`src/rtl/battery_pkg.sv`:
```
// Shared definitions for the battery-monitor datapath: FP32 field layout,
// arbiter FSM states and the sign classification record.
package battery_pkg;

  localparam int SIGN_BIT = 31;
  localparam int EXP_MSB  = 30;
  localparam int EXP_LSB  = 23;
  localparam int MAN_MSB  = 22;
  localparam int MAN_LSB  = 0;
  localparam int EXP_W    = EXP_MSB - EXP_LSB + 1;
  localparam int MAN_W    = MAN_MSB - MAN_LSB + 1;

  localparam logic [EXP_W-1:0] EXP_ALL_ONES = 8'hFF;

  typedef enum logic [1:0] {
    IDLE,
    EVAL,
    RESP
  } arb_state_t;

  typedef struct packed {
    logic gt;
    logic lt;
    logic eq;
    logic nan;
  } sign_class_t;

endpackage

```
`src/rtl/fp32_sign_classify.sv`:
```
// Combinational sign classifier for one IEEE-754 single-precision word.
// Zero of either sign is eq, any NaN payload is nan, everything else follows the sign bit.
module fp32_sign_classify
  import battery_pkg::*;
(
  input  logic [31:0]  word,
  output sign_class_t  cls
);

  logic [EXP_W-1:0] exp_f;
  logic [MAN_W-1:0] man_f;

  always_comb begin
    exp_f = word[EXP_MSB:EXP_LSB];
    man_f = word[MAN_MSB:MAN_LSB];
    cls   = '0;
    if (exp_f == '0 && man_f == '0) begin
      cls.eq = 1'b1;
    end else if (exp_f == EXP_ALL_ONES && man_f != '0) begin
      cls.nan = 1'b1;
    end else if (word[SIGN_BIT]) begin
      cls.lt = 1'b1;
    end else begin
      cls.gt = 1'b1;
    end
  end

endmodule

```
`src/rtl/fp32_sign_arbiter.sv`:
```
// Round-robin arbiter sharing one fp32_sign_classify among N_REQ requesters.
// One request per IDLE visit: accept, evaluate, then hold the result until consumed.
module fp32_sign_arbiter
  import battery_pkg::*;
#(
  parameter int N_REQ = 4,
  parameter int ID_W  = (N_REQ > 1) ? $clog2(N_REQ) : 1
) (
  input  logic                 clk,
  input  logic                 rst_n,
  input  logic [N_REQ-1:0]     req_valid,
  input  logic [32*N_REQ-1:0]  req_data,
  output logic [N_REQ-1:0]     req_ready,
  output logic                 rsp_valid,
  input  logic                 rsp_ready,
  output logic [ID_W-1:0]      rsp_id,
  output logic                 rsp_gt,
  output logic                 rsp_lt,
  output logic                 rsp_eq,
  output logic                 rsp_nan,
  output logic                 busy
);

  // First set bit at or above start, wrapping past N_REQ-1 back to 0.
  function automatic logic [ID_W-1:0] rr_pick(input logic [N_REQ-1:0] valid,
                                              input logic [ID_W-1:0]  start);
    logic [ID_W-1:0] winner;
    logic            found;
    int              idx;
    winner = start;
    found  = 1'b0;
    for (int i = 0; i < N_REQ; i++) begin
      idx = (int'(start) + i) % N_REQ;
      if (!found && valid[ID_W'(idx)]) begin
        winner = ID_W'(idx);
        found  = 1'b1;
      end
    end
    return winner;
  endfunction

  arb_state_t       state, state_nxt;
  logic [ID_W-1:0]  ptr;
  logic [ID_W-1:0]  winner;
  logic [ID_W-1:0]  ptr_nxt;
  logic [ID_W-1:0]  cap_id;
  logic [31:0]      cap_data;
  logic [31:0]      req_word [N_REQ];
  logic             grant;
  logic             rsp_fire;
  sign_class_t      cls;
  sign_class_t      rsp_class;

  always_comb begin
    for (int i = 0; i < N_REQ; i++) begin
      req_word[i] = req_data[32*i +: 32];
    end
  end

  assign winner   = rr_pick(req_valid, ptr);
  assign grant    = (state == IDLE) && (|req_valid);
  assign rsp_fire = (state == RESP) && rsp_valid && rsp_ready;
  assign ptr_nxt  = (rsp_id == ID_W'(N_REQ - 1)) ? '0 : rsp_id + ID_W'(1);

  always_comb begin
    req_ready = '0;
    if (grant) begin
      req_ready[winner] = 1'b1;
    end
  end

  fp32_sign_classify u_classify (
    .word (cap_data),
    .cls  (cls)
  );

  always_ff @(posedge clk or negedge rst_n) begin
    if (!rst_n) begin
      state <= IDLE;
    end else begin
      state <= state_nxt;
    end
  end

  always_comb begin
    state_nxt = state;
    case (state)
      IDLE:    if (grant) state_nxt = EVAL;
      EVAL:    state_nxt = RESP;
      RESP:    if (rsp_fire) state_nxt = IDLE;
      default: state_nxt = IDLE;
    endcase
  end

  // Flags are cleared on handshake so they are only ever seen alongside rsp_valid.
  always_ff @(posedge clk or negedge rst_n) begin
    if (!rst_n) begin
      ptr       <= '0;
      cap_id    <= '0;
      cap_data  <= '0;
      rsp_valid <= 1'b0;
      rsp_id    <= '0;
      rsp_class <= '0;
    end else begin
      if (grant) begin
        cap_id   <= winner;
        cap_data <= req_word[winner];
      end
      if (state == EVAL) begin
        rsp_valid <= 1'b1;
        rsp_id    <= cap_id;
        rsp_class <= cls;
      end
      if (rsp_fire) begin
        rsp_valid <= 1'b0;
        rsp_class <= '0;
        ptr       <= ptr_nxt;
      end
    end
  end

  assign rsp_gt  = rsp_class.gt;
  assign rsp_lt  = rsp_class.lt;
  assign rsp_eq  = rsp_class.eq;
  assign rsp_nan = rsp_class.nan;
  assign busy    = (state != IDLE);

endmodule

```
`config.mk`:
```
export PLATFORM = sky130hd
export DESIGN_NAME = fp32_sign_arbiter
export DESIGN_NICKNAME = d
export VERILOG_FILES = /design/src/rtl/battery_pkg.sv /design/src/rtl/fp32_sign_classify.sv /design/src/rtl/fp32_sign_arbiter.sv
export SDC_FILE = /design/constraint.sdc
export NUM_CORES = 1
export LEC_CHECK = 0
export ABC_AREA = 1
export CORE_MARGIN = 4
export CORE_UTILIZATION = 46
export CTS_CLUSTER_SIZE = 25
export DETAILED_ROUTE_END_ITERATION = 8
export MAX_ROUTING_LAYER = met4
export PLACE_DENSITY = 0.92
export SYNTH_ARGS = -nofsm -noshare
export SYNTH_HDL_FRONTEND = slang
export SYNTH_SLANG_ARGS = --single-unit
```
`constraint.sdc`:
```
create_clock -name clk -period 3.6 [get_ports clk]
set_input_delay 0.9 -clock clk [delete_from_list [all_inputs] [get_ports clk]]
set_output_delay 0.9 -clock clk [all_outputs]
set_load 0.05 [all_outputs]
```
## Word-level counts from Yosys, hierarchy flattened

Cells that the tools add are included.

- Add/sub/neg operators: 4
- Magnitude comparators: 7
- Eq/ne operators: 6
- Multiplexer cells: 39
- Bitwise operators: 1
- Reductions and logical operators: 20

Operators by type and width:

| cell | count |
|---|---|
| $bmux 32 s2 | 1 |
| $mux 32 | 2 |
| $logic_not 23->1 | 1 |
| $reduce_bool 23->1 | 1 |
| $mux 1 | 19 |
| $lt 2x4->1 const B | 4 |
| $mux 2 | 8 |
| $mux 4 | 3 |
| $logic_and 1x1->1 | 9 |
| $bmux 1 s2 | 4 |
| $eq 8x8->1 const B | 1 |
| $logic_not 8->1 | 1 |
| $pmux 2 s3 | 1 |
| $add 2x1->2 const B | 2 |
| $add 2x2->2 const B | 2 |
| $eq 2x2->1 const B | 2 |
| $ne 2x2->1 const B | 2 |
| $reduce_bool 2->1 | 2 |
| $reduce_or 4->1 | 1 |
| $ge 3x3->1 const B | 1 |
| $logic_not 1->1 | 3 |
| $lt 2x3->1 const B | 1 |
| $not 2->3 | 1 |
| $demux 1 s2 | 1 |
| other kinds (4) | 4 |

- Register bits: 45
- Input port bits: 135
- Output and inout port bits: 12

## Depth between registers and ports, before layout

- Depth after elaboration: 18
- Gate-level depth with buffers: 16

## By module

Synthesis repeated with hierarchy kept, for this count alone.

- Cell total of the unflattened synthesis: 568
- Area, all modules: 3816.2 um^2

Modules (own cells, without submodules):

| module | times used | cells an instance | area an instance (um^2) | sequential area each (um^2) |
|---|---|---|---|---|
| fp32_sign_arbiter | 1 | 530 | 3647.2 | 1126.1 |
| fp32_sign_classify | 1 | 38 | 168.9 | 0.0 |

## Worst setup path after synthesis

OpenSTA, ideal clock, no wires.

- Kind: input-to-output
- Start point: in req_valid[3]
- End point: out req_ready[0]
- Data arrival time: 2.474 ns
- Data required time: 2.700 ns
- Path slack: 0.226 ns
- Stages on the path: 10
- Path buffers: 1
- Cells stage by stage: nand2_1 -> nand3_1 -> nand2_1 -> nand3_1 -> nand3_1 -> nand3_1 -> nand2_2 -> buf_4 -> nand2_1 -> nor2_1

- Cells in the longest elaborated chain, start to end: 18
- Elaborated cells between the ends (all ways): 32
- Classes of those cells: order compare: 2; mux: 21; reduce/logical: 9

RTL lines:

| what | RTL line | source |
|---|---|---|
| start: declaration | fp32_sign_arbiter.sv:11 | `input logic [N_REQ-1:0] req_valid,` |
| $bmux 1 s2 | fp32_sign_arbiter.sv:34 | `if (!found && valid[ID_W'(idx)]) begin` |
| $mux 1 (implied by the code) (2 in series) | fp32_sign_arbiter.sv:34 |  |
| $mux 1 | fp32_sign_arbiter.sv:34 |  |
| $logic_not 1->1 | fp32_sign_arbiter.sv:34 |  |
| $logic_and 1x1->1 | fp32_sign_arbiter.sv:34 |  |
| $mux 1 | fp32_sign_arbiter.sv:34 |  |
| $logic_not 1->1 | fp32_sign_arbiter.sv:34 |  |
| $logic_and 1x1->1 | fp32_sign_arbiter.sv:34 |  |
| $mux 1 | fp32_sign_arbiter.sv:34 |  |
| $logic_not 1->1 | fp32_sign_arbiter.sv:34 |  |
| $logic_and 1x1->1 | fp32_sign_arbiter.sv:34 |  |
| $mux 2 | fp32_sign_arbiter.sv:34 |  |
| $lt 2x3->1 (implied by the code) / $ge 2x1->1 (equally long branches) | fp32_sign_arbiter.sv:68 | `req_ready[winner] = 1'b1;` |
| $logic_and 1x1->1 (implied by the code) | fp32_sign_arbiter.sv:68 |  |
| $mux 1 (implied by the code) | fp32_sign_arbiter.sv:68 |  |
| $demux 1 s2 | fp32_sign_arbiter.sv:68 |  |
| $mux 4 * | fp32_sign_arbiter.sv:67 | `if (grant) begin` |
| end: declaration | fp32_sign_arbiter.sv:13 | `output logic [N_REQ-1:0] req_ready,` |

Mark *: on every way between the ends. The rest lies on a longest branch, timed or not. The select of a mux whose other input is x is not followed.

## Final worst setup path

- Start point: reg ptr[0]
- End point: out req_ready[2]

- Cells in the longest elaborated chain, start to end: 18
- Elaborated cells between the ends (all ways): 33
- Classes of those cells: add/sub: 3; order compare: 2; mux: 21; reduce/logical: 7

RTL lines:

| what | RTL line | source |
|---|---|---|
| start: declaration | fp32_sign_arbiter.sv:43 | `logic [ID_W-1:0] ptr;` |
| start signal: assignment | fp32_sign_arbiter.sv:117 | `ptr <= ptr_nxt;` |
| parallel branches: the longest is 12 deep, another holds $add 2x1->2 | -- |  |
| $mux 2 * | fp32_sign_arbiter.sv:34 |  |
| $lt 2x3->1 (implied by the code) / $ge 2x1->1 (equally long branches) | fp32_sign_arbiter.sv:68 |  |
| $logic_and 1x1->1 (implied by the code) | fp32_sign_arbiter.sv:68 |  |
| $mux 1 (implied by the code) | fp32_sign_arbiter.sv:68 |  |
| $demux 1 s2 * | fp32_sign_arbiter.sv:68 |  |
| $mux 4 * | fp32_sign_arbiter.sv:67 |  |

Mark *: on every way between the ends. The select of a mux whose other input is x is not followed.

==> impl_metrics.json <==
{
  "status": "completed",
  "port_buffers": 146,
  "synth-simple-area-share_pct": 56.02,
  "cp-start-kind": "register",
  "setup_viol": 0,
  "ys_async_sr_fraction_pct": 100.0,
  "ys_types": 23,
  "synthesis.nets": 664,
  "synth_top_cell_area_share_pct": 34.72,
  "die_x_um": 91.97,
  "relSlewSlack_pct": 35.13,
  "rsz0062_at_grt": "no",
  "cts-root-buf": "clkbuf_8",
  "final_layout_size_suffix_gt1_share_pct": 6.907,
  "synth_seq_cells": 45,
  "max_cap_viol_count": 0,
  "power_mw": 4.361,
  "p_leak_nw": 2.475,
  "rows": 30,
  "switchingPower_mw": 2.340,
  "min_period_ns": 3.271,
  "synth_fa_ha_area_share_pct": 0.3858,
  "area_delta_synth_final_pct": 51.50,
  "synth_xor_area_share_pct": 0,
  "syn_area_um2": 3243,
  "clkTransAtPathRegs_ns": 0.08,
  "cts_buffers": 5,
  "required_ns": 2.70,
  "diodes": 0,
  "die-area_um2": 8458,
  "synth_top_family_by_area": "simple AND/OR/NAND/NOR gates",
  "vias": 3943,
  "critPathMaxFanout": 12,
  "routed_wl_mm": 10.39,
  "synth_top_area_cell": "dfrtp_1",
  "drc": 0,
  "antenna_found_initial": 0,
  "grt_use_total_pct": 24.89,
  "synth.yosys.seq_area_share_pct": 34.72,
  "die-height_um": 91.97,
  "wl_per_cell_um": 13.64,
  "ys_top_cells_by_area": "dfrtp_1 (35%), nand2_1 (33%), nand3_1 (16%), buf_4 (2.1%), nor2_1 (1.6%)",
  "vdd_drop_max_v": 0.0006183,
  "fin_worst_skew_ns": 0.006336,
  "tightest_slew_ns": 0.9731,
  "vias_per_cell": 5.175,
  "ys_top_cells_by_count": "nand2_1 (287), nand3_1 (106), dfrtp_1 (45), nor2_1 (14), inv_1 (12)",
  "grt_pass1_wl_mm": 16.81,
  "syn_avg_cell_area_um2": 6.142,
  "critPathKind": "register to output port",
  "power.density_nw_per_um2": 887.5,
  "combPwrFrac_pct": 71.0,
  "fin_crit_sh_pct": 90.87,
  "cts_sinks": 45,
  "tns_ns": 0,
  "grt_max_degree": 53,
  "max_freq_ghz": 0.3057,
  "clkLatencyLatePin_ns": 0.29,
  "finalHoldViolCount": 0,
  "synth_compound_area_share_pct": 1.312,
  "ys_warn_count": 0,
  "cts_hold_buf": 0,
  "cts_tree": "built",
  "clock_path_buffers": 2,
  "routabilityCongestion": 0.9585,
  "syn_inst": 528,
  "fill_cells": 560,
  "synthFlopType": "dfrtp_1",
  "cp-end-kind": "output port",
  "switching_share_pct": 53.65,
  "synth.most_common_cell": "nand2_1",
  "seqPwrFrac_pct": 21.3,
  "htreeDepth": 2,
  "arrival_ns": 2.37,
  "hold_class": "register to register",
  "dr.pass1.iters": 5,
  "drt-initial-drc-count": 147,
  "overflow": 0,
  "ant_nets": 0,
  "dpl.hpwl_mm": 7.832,
  "grt_pass1_vias": 3790,
  "io_pins": 147,
  "synth_mux_area_share_pct": 0,
  "synth-edff-count": 0,
  "nets": 801,
  "maxSlewViolCount": 0,
  "coreArea_um2": 6832,
  "power.internal_mw": 2.021,
  "clockPowerShare_pct": 7.7,
  "start_util_pct": 47.47
}
==> final timing paths <==
check                       start      endpoint  slack [ns]  cells past startpoint
setup / recovery           ptr[0]  req_ready[2]        0.33                     13
hold / removal             rsp_lt        rsp_lt        0.49                      2
setup reg to reg           ptr[0]   cap_data[2]        1.12                     13
hold reg to reg            rsp_lt        rsp_lt        0.49                      2
max in group asynchronous   rst_n  cap_data[11]        2.23                      1
min in group asynchronous   rst_n      state[0]        0.76                      1
==> area by class of cell <==
class / instances / area (um^2) / area share (%)
flip-flops and latches: 45 / 1126 / 22.92
inverters: 16 / 60.06 / 1.222
clock inverters: 1 / 5.005 / 0.1019
well taps: 96 / 120.1 / 2.445
multi-input cells: 438 / 1902 / 38.71
repair buffers: 159 / 1604 / 32.65
clock buffers: 7 / 96.34 / 1.961
==> registers in the layout (all words and copies together), names as in the netlist <==
| register | flops |
|---|---|
| state | 2 |
| rsp_valid | 1 |
| ptr | 2 |
| rsp_gt | 1 |
| rsp_lt | 1 |
| rsp_eq | 1 |
| rsp_id | 2 |
| cap_data | 32 |
| rsp_nan | 1 |
| cap_id | 2 |
==> cells in the final DEF (no fill, tap or decap) <==
master / instances
a21oi_1: 2
and2_0: 1
buf_12: 4
buf_2: 1
buf_4: 13
clkbuf_8: 7
clkdlybuf4s50_1: 137
clkinv_1: 1
clkinv_2: 1
dfrtp_1: 45
dlymetal6s2s_1: 4
ha_1: 1
inv_1: 12
inv_2: 3
nand2_1: 284
nand2_2: 7
nand2_4: 2
nand3_1: 105
nand3_2: 1
nand3b_1: 3
nand4_1: 2
nor2_1: 9
nor2_2: 5
nor2_4: 2
nor4_1: 8
o21ai_0: 5
o31ai_1: 1
==> critical path, stage by stage, from the launching register on <==
cell     delay (ns)
dfrtp_1        0.61
inv_2          0.17
nand2_1        0.13
nand3_1        0.09
nand2_2        0.14
nand3_2        0.10
nand2_1        0.09
nand2_1        0.05
nand3_1        0.08
nand2_2        0.11
nor2_4         0.10
inv_1          0.09
nor2_2         0.16
buf_12         0.15
==> power by group through the flow <==
stage	Sequential, mW	Clock [mW]	Combinational [mW]
2_1_floorplan	0.980	0	2.20
3_3_place_gp	0.921	0	2.93
3_5_place_dp	0.934	0	3.02
4_1_cts	0.926	0.340	3.05
5_1_grt	0.960	0.362	3.49
6_report	0.929	0.336	3.10
==> stage by stage <==
stage | util (%) | worst slack, ns | cells | hold WS (ns) | cell area [um^2]
3_3_place_gp | 69.78 | 0.07366 | 753 | 0.4615 | 4767
6_report | 71.92 | 0.3288 | 762 | 0.4857 | 4913
3_5_place_dp | 69.78 | -0.05038 | 753 | 0.4679 | 4767
4_1_cts | 71.41 | -0.01420 | 761 | 0.4898 | 4878
5_1_grt | 71.92 | 0.1240 | 762 | 0.5221 | 4913
2_1_floorplan | - | 0.2262 | 528 | 0.4494 | 3243
==> repair_timing <==
action / CTS / global route
resized for setup: 4 / 9
pin swaps: 0 / 3
buffers inserted: 0 / 1
setup endpoints to repair: 3 / 4
==> metal layers <==
| layer | wire length (um) | track usage (%) | up-vias |
|---|---|---|---|
| li1 | - | - | 1964 |
| met1 | 4087 | 28.55 | 1781 |
| met2 | 5252 | 43.55 | 169 |
| met3 | 747 | 4.594 | 29 |
| met4 | 303 | 8.787 | 0 |
| met5 | 0 | - | - |
==> cell families after synthesis <==
logic type,after synthesis
AO/OA/AOI/OAI,8
flip-flops,45
adder cells (fa/ha/maj),1
AND/OR/NAND/NOR,429
buffers and inverters,45
Power figures use the tool's default switching activity.
